===== src/rtl/mul_writeback_unit.sv =====
// Iterative 32x32 shift-add multiplier that writes its 64-bit product back to the
// register file as two consecutive writes: low word to DestReg, high word to DestReg+1.
module mul_writeback_unit #(
   parameter int WIDTH = 32,
   parameter int AW    = 5
) (
   input  logic             Clk,
   input  logic             Reset_n,
   input  logic             Start,
   input  logic [WIDTH-1:0] OpA,
   input  logic [WIDTH-1:0] OpB,
   input  logic [AW-1:0]    DestReg,
   output logic             Busy,
   output logic             Done,
   output logic [AW-1:0]    WriteRegister,
   output logic [WIDTH-1:0] WriteData,
   output logic             RegWrite
);

   localparam int CW = $clog2(WIDTH);
   localparam logic [CW-1:0] LAST = CW'(WIDTH - 1);

   typedef enum logic [1:0] {IDLE, MUL, WRLO, WRHI} state_t;

   state_t             state_q, state_d;
   logic [WIDTH-1:0]   a_q, a_d;
   logic [2*WIDTH:0]   p_q, p_d;
   logic [AW-1:0]      d_q, d_d;
   logic [CW-1:0]      cnt_q, cnt_d;

   logic               busy_d, done_d, we_d;
   logic [AW-1:0]      wreg_d, hi_reg;
   logic [WIDTH-1:0]   wdata_d;

   // One multiplier bit per call: the upper half is a WIDTH+1 bit sum so the carry survives the shift.
   function automatic logic [2*WIDTH:0] shift_add(input logic [2*WIDTH:0] p,
                                                  input logic [WIDTH-1:0] a);
      logic [WIDTH:0] upper;
      upper = p[0] ? ({1'b0, p[2*WIDTH-1:WIDTH]} + {1'b0, a}) : p[2*WIDTH:WIDTH];
      return {1'b0, upper, p[WIDTH-1:1]};
   endfunction

   always_ff @(posedge Clk or negedge Reset_n) begin
      if (!Reset_n) state_q <= IDLE;
      else          state_q <= state_d;
   end

   always_comb begin
      state_d = state_q;
      case (state_q)
         IDLE:    if (Start) state_d = MUL;
         MUL:     if (cnt_q == LAST) state_d = WRLO;
         WRLO:    state_d = WRHI;
         WRHI:    state_d = IDLE;
         default: state_d = IDLE;
      endcase
   end

   always_comb begin
      a_d   = a_q;
      p_d   = p_q;
      d_d   = d_q;
      cnt_d = cnt_q;
      if (state_q == IDLE && Start) begin
         a_d   = OpA;
         p_d   = {{(WIDTH+1){1'b0}}, OpB};
         d_d   = DestReg;
         cnt_d = '0;
      end else if (state_q == MUL) begin
         p_d   = shift_add(p_q, a_q);
         cnt_d = cnt_q + CW'(1);
      end
   end

   always_ff @(posedge Clk or negedge Reset_n) begin
      if (!Reset_n) begin
         a_q   <= '0;
         p_q   <= '0;
         d_q   <= '0;
         cnt_q <= '0;
      end else begin
         a_q   <= a_d;
         p_q   <= p_d;
         d_q   <= d_d;
         cnt_q <= cnt_d;
      end
   end

   // Outputs are decoded from the upcoming state so they register in step with it.
   always_comb begin
      busy_d  = (state_d != IDLE);
      done_d  = (state_q == WRHI);
      hi_reg  = d_q + AW'(1);
      wreg_d  = '0;
      wdata_d = '0;
      we_d    = 1'b0;
      case (state_d)
         WRLO: begin
            wreg_d  = d_q;
            wdata_d = p_d[WIDTH-1:0];
            we_d    = (d_q != '0);
         end
         WRHI: begin
            wreg_d  = hi_reg;
            wdata_d = p_d[2*WIDTH-1:WIDTH];
            we_d    = (hi_reg != '0);
         end
         default: ;
      endcase
   end

   always_ff @(posedge Clk or negedge Reset_n) begin
      if (!Reset_n) begin
         Busy          <= 1'b0;
         Done          <= 1'b0;
         WriteRegister <= '0;
         WriteData     <= '0;
         RegWrite      <= 1'b0;
      end else begin
         Busy          <= busy_d;
         Done          <= done_d;
         WriteRegister <= wreg_d;
         WriteData     <= wdata_d;
         RegWrite      <= we_d;
      end
   end

endmodule

===== config.mk =====
export PLATFORM = sky130hd
export DESIGN_NAME = mul_writeback_unit
export DESIGN_NICKNAME = d
export VERILOG_FILES = /design/src/rtl/mul_writeback_unit.sv
export SDC_FILE = /design/constraint.sdc
export NUM_CORES = 1
export LEC_CHECK = 0
export CAP_MARGIN = 5
export CORE_ASPECT_RATIO = 0.6
export CORE_MARGIN = 3
export CORE_UTILIZATION = 57
export CTS_BUF_LIST = sky130_fd_sc_hd__clkbuf_8
export CTS_CLUSTER_SIZE = 16
export DETAILED_ROUTE_END_ITERATION = 7
export HOLD_SLACK_MARGIN = 0.02
export PLACE_DENSITY = 0.83
export SYNTH_ARGS = -nofsm -noshare
export SYNTH_HDL_FRONTEND = slang
export SYNTH_SLANG_ARGS = --single-unit

===== constraint.sdc =====
create_clock -name Clk -period 2.8 [get_ports Clk]
set_clock_uncertainty 0.05 [all_clocks]
set_input_delay 0.42 -clock Clk [delete_from_list [all_inputs] [get_ports Clk]]
set_output_delay 0.42 -clock Clk [all_outputs]
set_load 0.005 [all_outputs]

**After elaboration in Yosys (flattened, before gate mapping)**

Index checks and enable logic that the tools add are counted.

- Flip-flop bits (word level): 149
- Latch bits: 0
- RAM bits: 0
- ROM bits: 0
- Memories: 0

- $add $sub $neg: 3
- $mul: 0
- Divide/modulo/power cells: 0
- Magnitude comparators: 0
- Equal/unequal tests: 6
- Shifts and indexed selects: 0
- Muxes and demuxes: 11
- Bitwise gates (word level): 0
- Reduce and logical (&&, ||, !) cells: 6

Operators with widths:

| cell | number |
|---|---|
| $mux 65 | 2 |
| $pmux 32 s2 | 1 |
| $add 32x32->33 | 1 |
| $mux 33 | 1 |
| $add 5x1->5 const B | 2 |
| $mux 5 | 2 |
| $pmux 5 s2 | 1 |
| $reduce_bool 5->1 | 2 |
| $eq 2x2->1 const B | 4 |
| $pmux 2 s4 | 1 |
| $eq 5x5->1 const B | 1 |
| $mux 2 | 2 |
| $reduce_bool 2->1 | 2 |
| $eq 2x1->1 const B | 1 |
| $logic_not 2->1 | 1 |
| $pmux 1 s2 | 1 |
| $logic_and 1x1->1 | 1 |

**Longest topological paths before layout**

Gate-level depths: netlist of the first run.

- Depth in word-level cells: 5
- Mapped depth: 11
- Depth with buffers taken out: 11

**Worst setup path after synthesis of the first run**

Ideal clock, no wire load.

- Path type: register to register
- From: reg p_q[32]
- To: reg p_q[61]
- Setup time: 0.122 ns
- Data arrival time: 2.303 ns
- Setup slack: 0.325 ns
- Stages on the path, launching flop included: 11
- Clock period less this slack: 2.475 ns
- Cells stage by stage: dfrtp_1 -> ha_1 -> inv_1 -> fa_1 -> nor2b_1 -> o2111a_1 -> nor4_1 -> o41a_1 -> a21oi_2 -> nand3_1 -> o2111a_1

- Longest elaborated chain between the ends: 4

Ends and longest elaborated chain:

| element | line | source |
|---|---|---|
| start, declared | 27 | `logic [2*WIDTH:0] p_q, p_d;` |
| start signal, assigned | 83 | `p_q <= p_d;` |
| $add 32x32->33 | 39 | `upper = p[0] ? ({1'b0, p[2*WIDTH-1:WIDTH]} + {1'b0, a}) : p[2*WIDTH:WIDTH];` |
| $mux 33 | 39 |  |
| $mux 65 | 69 | `end else if (state_q == MUL) begin` |
| $mux 65 | 64 | `if (state_q == IDLE && Start) begin` |
| via p_d[61] | 27 |  |

The timed path passes the listed nets, and every way through them passes these cells. The select of a mux whose other input is x is not followed.
A chain may end at the register's enable or synchronous reset.

**Worst setup path in the final report of the first run**

- From: reg p_q[45]
- To: reg p_q[59]

The elaborated chain is that of the path after synthesis.

==> results.txt, run 1 <==
Initial Util -> 59.9%
Critical R2R Launch -> p_q[45]$_DFF_PN0_
CTS Sinks -> 148
Area of the die -> 0.0154 mm^2
Number of global-route vias before repair -> 6591
Final Max Tran Viols -> 0
Syn Nets -> 983
Critical path fanouts, max -> 6
Setup slack after placement -> 55.9 ps
Post-route minimum period -> 2690 ps
Slew HR -> 58.3%
Final Net Count -> 1093
Via density -> 6.16
Number of fill cells -> 948
Synth top area cells -> dfrtp_1 47%, nand2_1 10%, ha_1 5.7%, a32o_1 4.0%, o21ai_0 3.7%
DRT Pass-1 Iters -> 6
Initial antenna violation count -> 0
Detailed Route Iter0 Violations -> 863
Total GRT Usage -> 28.3%
Worst-path clk slew -> 100 ps
Layout cells sized above 1 -> 10.8%
Post-synth EDFFs -> 0
CTS Buf Count -> 17
FP Rows -> 32
Drc violations -> 0
Detailed Place HPWL -> 15200 um
Power Total -> 12.9 mW
Die H -> 97.3 um
CTS tree -> done
Highest-count cells in the layout ignoring fill and taps -> 211 x nand2_1, 148 x dfrtp_1, 110 x clkdlybuf4s50_1
Highest clock rate -> 0.372 GHz
Input/output buffers -> 111
Critical path class -> reg2reg
Worst-skew pair later-pin latency -> 480 ps
Largest net degree at the start of global routing -> 57
Core ar. -> 0.0132 mm^2
Hold crit path type -> in2async
Area grow syn2layout -> 24.8%
VDD IR max -> 0.579 mV
Synth Register Bits -> 148
Leakage -> 4.46 nW
Root Driver -> clkbuf_8
Die width -> 158 um
Netlist Area Pre-Place -> 0.00792 mm^2
Setup violations, final -> 0
Seq/Total Area, Yosys -> 46.8%
Max-Cap Viols -> 0
Worst hold slack -> 335 ps
Detailed Route WL -> 21800 um
Gate Count Post-Synth -> 874
Yosys top cell by area -> dfrtp_1
Synthesis warning total -> 0
Final GP Congestion -> 0.974
Avg Inst Size Synth -> 9.06 um^2
GRT Residual Overflow -> 0
DR vias -> 7192
Crit share post-route -> 96.1%
Critical path origin -> p_q[45]$_DFF_PN0_
Antenna Nets Post-Route -> 0
Critical path arrival -> 3020 ps
CP required -> 3130 ps
Worst Max-Slew Pin Slew -> 620 ps
Ant diodes -> 0
Worst Setup End Kind -> flop
Outcome -> completed
Final hold violation count -> 0
Synth cell types -> 55
Top Ports -> 112
First-pass GRT wire length -> 34500 um
Commonest non-fill, non-tap cell in the layout -> nand2_1
Fraction of registers with async set/reset -> 100%
Avg WL per Cell -> 18.7 um
Max clock buf depth -> 2
Final worst setup slack -> 109 ps
Crit start category -> flop
H-tree Lvls -> 4
Synth top area share -> 46.8%
Pwr/cell area -> 1310 mW/mm^2
Primary FF master, synth -> dfrtp_1
[sequential cells by signal, summed over array words and instances (netlist names), 2 cells and up]
signal	flops
WriteData	32
WriteRegister	5
a_q	32
cnt_q	5
d_q	5
p_q	64
state_q	2
[routing by layer]
| layer | global-route usage (%) | up-vias | wire length (um) |
|---|---|---|---|
| met1 | 43.7 | 3403 | 9840 |
| li1 | - | 3351 | - |
| met2 | 40.1 | 399 | 9520 |
| met4 | 7.47 | 0 | 420 |
| met5 | 0 | - | 0 |
| met3 | 6.10 | 39 | 2070 |
[logic make-up after synthesis]
group / Yosys count / share of synthesized area (%)
simple gates: 337 / 18.0
compound gates: 241 / 20.7
flops: 148 / 46.8
buf+inv: 64 / 3.06
fa+ha+maj: 37 / 5.94
xor+xnor: 29 / 3.21
mux: 18 / 2.27
[Yosys cell counts, drive strengths merged, types with 4 or more instances]
cell,number
buf,12
nor2b,12
nand2,212
o21bai,5
inv,8
nor3,11
o211ai,5
o21ai,62
xor2,12
xnor2,17
nand4,6
o21a,5
o31ai,5
ha,36
a32o,32
a21oi,46
nand3,20
a31oi,35
clkbuf,44
or3,4
mux2i,18
nor2,52
dfrtp,148
nor4,5
a21o,12
a211oi,10
[repair_timing]
| action | in CTS | in global routing |
|---|---|---|
| setup endpoints to repair | 1 | 13 |
| hold buffers | 1 | 0 |
| hold endpoints to repair | 30 | 0 |
| pin swaps | 0 | 8 |
| buffers inserted | 0 | 3 |
| gates resized for setup | 1 | 23 |
[cell type report]
cell class	instances	area, um^2	area share [%]
Clock inverter	15	180	1.82
Tap cell	170	213	2.15
Timing Repair Buffer	147	1440	14.5
Multi-Input combinational cell	662	4090	41.4
Sequential cell	148	3700	37.5
Clock buffer	17	234	2.37
Inverter	8	30.0	0.304
[report_power, final]
| part | total [mW] | switching (mW) | internal, mW |
|---|---|---|---|
| sequential | 3.69 | 0.701 | 2.99 |
| clock | 1.70 | 1.01 | 0.688 |
| combinational | 7.55 | 4.44 | 3.10 |
| total | 12.9 | 6.15 | 6.78 |
[path summary, 6_finish.rpt]
kind | endpoint | slack, ps | cells after the start
worst min register to register | cnt_q[3]$_DFFE_PN0P_ | 440 | 1
min in group Clk | a_q[5]$_DFFE_PN0P_ | 410 | 3
max in group asynchronous | p_q[63]$_DFF_PN0_ | 1650 | 3
worst max-delay path | p_q[59]$_DFF_PN0_ | 110 | 9
worst max register to register | p_q[59]$_DFF_PN0_ | 110 | 9
worst min-delay path | p_q[26]$_DFF_PN0_ | 340 | 2
[through the flow]
step / area [um^2] / utilization (%) / cells / TNS (ps)
floorplan: 7920 / - / 874 / 0
global route: 9880 / 74.8 / 1167 / -16.2
CTS: 9770 / 74.0 / 1164 / 0
detailed placement: 9340 / 70.7 / 1131 / 0
finish: 9880 / 74.8 / 1167 / 0
global placement: 9340 / 70.7 / 1131 / 0
[worst max-delay path, stage by stage (launching register included)]
cell and delay, ps:
dfrtp_1 450, ha_2 420, nand4_1 200, or3_1 440, a211oi_4 250, o21ai_2 140
nor3_2 220, nor3_2 80, xor2_1 160, a211oi_2 210
Power figures use the tool's default switching activity.
==> run 2, diff against run 1 <==
==> constraint.sdc (replaced) <==
create_clock -name Clk -period 2.8 [get_ports Clk]
set_clock_uncertainty 0.05 [all_clocks]
set_input_delay 0.56 -clock Clk [delete_from_list [all_inputs] [get_ports Clk]]
set_output_delay 0.56 -clock Clk [all_outputs]
set_load 0.005 [all_outputs]
==> run 2 against run 1 <==
Against the previous run:
- clock power rose by 9%
- utilization rose by 0.46 points
- worst hold slack improved by 110 ps
- combinational power rose by 1%
- global-route usage rose by 0.62 points
- maximum frequency fell by 1.6%
- total power rose by 2.5%
- routed wire length rose by 2.8%
- flip-flop and latch count did not move
- final cell count fell by 0.17%
==> results.txt, run 2 (same netlist as run 1, synthesis figures left out) <==
Input/output buffers -> 111 (unchanged)
DRT Pass-1 Iters -> 5 (was 6)
Largest net degree at the start of global routing -> 68 (was 57)
Net Sw Power -> 6.19 mW (was 6.15 mW)
R2R depth -> 11 (was 9)
Number of global-route vias before repair -> 6820 (was 6591)
Max-Cap Viols -> 0 (unchanged)
Hold path endpoint -> cnt_q[3]$_DFFE_PN0P_
Antenna Nets Post-Route -> 0 (unchanged)
Setup violations, final -> 0 (unchanged)
Die width -> 158 um (unchanged)
Largest register FFs -> 64 (unchanged)
Max clock buf depth -> 2 (unchanged)
Critical R2R Launch -> p_q[32]$_DFF_PN0_ (was p_q[45]$_DFF_PN0_)
Area of the multi-input gates -> 0.00414 mm^2 (was 0.00409 mm^2)
Largest registers -> p_q x64, WriteData x32, a_q x32 (unchanged)
Pwr/cell area -> 1330 mW/mm^2 (was 1310 mW/mm^2)
Drc violations -> 0 (unchanged)
Combinational power share -> 57.8% (was 58.4%)
Crit start category -> flop (unchanged)
Critical path buffer and inverter count -> 2 (was 0)
DR vias -> 7275 (was 7192)
Final hold violation count -> 0 (unchanged)
Worst-skew pair later-pin latency -> 450 ps (was 480 ps)
Detailed Place HPWL -> 15400 um (was 15200 um)
CP Cell Sequence -> ha_2 -> inv_1 -> fa_2 -> nor2b_4 -> o2111a_1 -> nor4_2 -> buf_4 -> o41a_1 -> a21oi_2 -> nand3_2 -> o2111a_1 (was ha_2 -> nand4_1 -> or3_1 -> a211oi_4 -> o21ai_2 -> nor3_2 -> nor3_2 -> xor2_1 -> a211oi_2)
Sw frac -> 46.7% (was 47.6%)
Detailed Route WL -> 22500 um (was 21800 um)
Hold crit path type -> reg2reg (was in2async)
CTS tree -> done (unchanged)
Hold Crit Depth -> 1
GRT Residual Overflow -> 0 (unchanged)
Worst-path clk slew -> 90 ps (was 100 ps)
Post-route minimum period -> 2730 ps (was 2690 ps)
Die H -> 97.3 um (unchanged)
Initial antenna violation count -> 0 (unchanged)
Root Driver -> clkbuf_8 (unchanged)
Critical path arrival -> 3030 ps (was 3020 ps)
H-tree Lvls -> 4 (unchanged)
Via density -> 6.24 (was 6.16)
Flop pwr share -> 28.3% (was 28.5%)
CP required -> 3090 ps (was 3130 ps)
Leakage -> 4.47 nW (was 4.46 nW)
Crit path top cell by count -> o2111a_1 (was nor3_2)
Worst reg2reg endpoint -> p_q[61]$_DFF_PN0_ (was p_q[59]$_DFF_PN0_)
Area grow syn2layout -> 25.6% (was 24.8%)
Top Ports -> 112 (unchanged)
Core ar. -> 0.0132 mm^2 (unchanged)
Critical path fanouts, max -> 3 (was 6)
CTS Buf Count -> 17 (unchanged)
Final core occ -> 75.3% (was 74.8%)
CP max stage delay -> 390 ps (was 450 ps)
VDD IR max -> 0.661 mV (was 0.579 mV)
Ant diodes -> 0 (unchanged)
Reg area -> 0.00370 mm^2 (about the same)
First-pass GRT wire length -> 35400 um (was 34500 um)
Crit share post-route -> 97.7% (was 96.1%)
Number of fill cells -> 927 (was 948)
Final Net Count -> 1091 (was 1093)
Initial Util -> 59.9% (unchanged)
Worst Setup End Kind -> flop (unchanged)
P_int -> 7.07 mW (was 6.78 mW)
Layout cells sized above 1 -> 11.2% (was 10.8%)
Highest clock rate -> 0.366 GHz (was 0.372 GHz)
Worst Max-Slew Pin Slew -> 716 ps (was 620 ps)
Total GRT Usage -> 28.9% (was 28.3%)
Slew HR -> 51.8% (was 58.3%)
Cell family with most CP delay -> compound AO/OA/AOI/OAI gates (was simple AND/OR/NAND/NOR gates)
Worst Hold Launch -> cnt_q[3]$_DFFE_PN0P_
FP Rows -> 32 (unchanged)
Clk pwr share -> 13.9% (was 13.1%)
Detailed Route Iter0 Violations -> 814 (was 863)
Final GP Congestion -> 0.953 (was 0.974)
Final Max Tran Viols -> 0 (unchanged)
Highest-count cells in the layout ignoring fill and taps -> 211 x nand2_1, 147 x dfrtp_1, 110 x clkdlybuf4s50_1 (was 211 x nand2_1, 148 x dfrtp_1, 110 x clkdlybuf4s50_1)
Commonest non-fill, non-tap cell in the layout -> nand2_1 (unchanged)
CP max-delay cell -> dfrtp_1 (unchanged)
Avg WL per Cell -> 19.3 um (was 18.7 um)
CTS Sinks -> 148 (unchanged)
Flop2flop setup slack -> 70 ps (was 110 ps)
Outcome -> completed (unchanged)
Power Total -> 13.3 mW (was 12.9 mW)
Area of the die -> 0.0154 mm^2 (unchanged)
Biggest register -> p_q (unchanged)
Critical path class -> reg2reg (unchanged)
==> run 2: cell count changes in the layout (fill, tap and decap cells not counted), moves of 3 or more <==
cell / change
inv_8: -3
bufinv_16: +3
clkinv_4: +3
clkinv_8: -4
ha_4: +3
==> run 2: per-layer routing <==
metal / GRT usage [%] / part of all wire [%] / vias up / wire length (um)
met2: 42.7 / 45 / 358 / 10200
met5: 0 / 0 / - / 0
met3: 5.96 / 7.8 / 49 / 1760
met1: 43.1 / 45 / 3538 / 10000
li1: - / - / 3330 / -
met4: 8.06 / 2.3 / 0 / 516
==> run 2: worst reg2reg max path, cell delays in order (launching register included) <==
cell      delay [ps]
dfrtp_1          390
ha_2             200
inv_1             60
fa_2             390
nor2b_4          150
o2111a_1         230
nor4_2            60
buf_4            160
o41a_1           350
a21oi_2          220
nand3_2          110
o2111a_1         250
==> run 2: power groups by stage <==
stage | Combinational, mW | Clock [mW] | Sequential (mW)
after floorplan | 5.24 | 0 | 3.45
after global placement | 6.88 | 0 | 3.70
after detailed placement | 7.05 | 0 | 3.71
final | 7.66 | 1.85 | 3.75
after CTS | 7.13 | 1.86 | 3.69
after global routing | 8.37 | 1.97 | 3.84
==> run 2: what timing repair did <==
action	CTS	global route
hold endpoints to repair	21	0
buffers inserted	0	2
hold buffers	1	0
resized for setup	1	29
pin swaps	0	8
setup endpoints to repair	3	12
==> run 2: layout make-up <==
cell class / instances / area share [%]
multi-input cells: 662 / 41.6
flip-flops and latches: 148 / 37.3
repair buffers: 145 / 14.3
clock buffers: 17 / 2.35
well taps: 170 / 2.14
clock inverters: 15 / 2.09
inverters: 8 / 0.302
==> run 2: stage by stage <==
| stage | worst slack (ps) | cell area, um^2 | hold slack (ps) | cells | setup TNS (ps) |
|---|---|---|---|---|---|
| final | 65.8 | 9940 | 441 | 1165 | 0 |
| after global routing | -32.4 | 9940 | 469 | 1165 | -51.2 |
| after CTS | 3.00 | 9790 | 445 | 1163 | 0 |
| after detailed placement | -7.18 | 9340 | 428 | 1130 | -7.18 |
| after global placement | 103 | 9340 | 421 | 1130 | 0 |
| after floorplan | 325 | 7920 | 214 | 874 | 0 |
==> run 2: worst max path at each step <==
stage                      startpoint  slack, ps                end  cells past startpoint
finish              p_q[32]$_DFF_PN0_         70  p_q[61]$_DFF_PN0_                     11
global route        p_q[45]$_DFF_PN0_        -30  p_q[55]$_DFF_PN0_                      9
CTS                 p_q[32]$_DFF_PN0_          3  p_q[61]$_DFF_PN0_                     11
detailed placement  p_q[32]$_DFF_PN0_         -7  p_q[61]$_DFF_PN0_                     11
global placement    p_q[32]$_DFF_PN0_        100  p_q[61]$_DFF_PN0_                     11
floorplan           p_q[32]$_DFF_PN0_        320  p_q[61]$_DFF_PN0_                     10
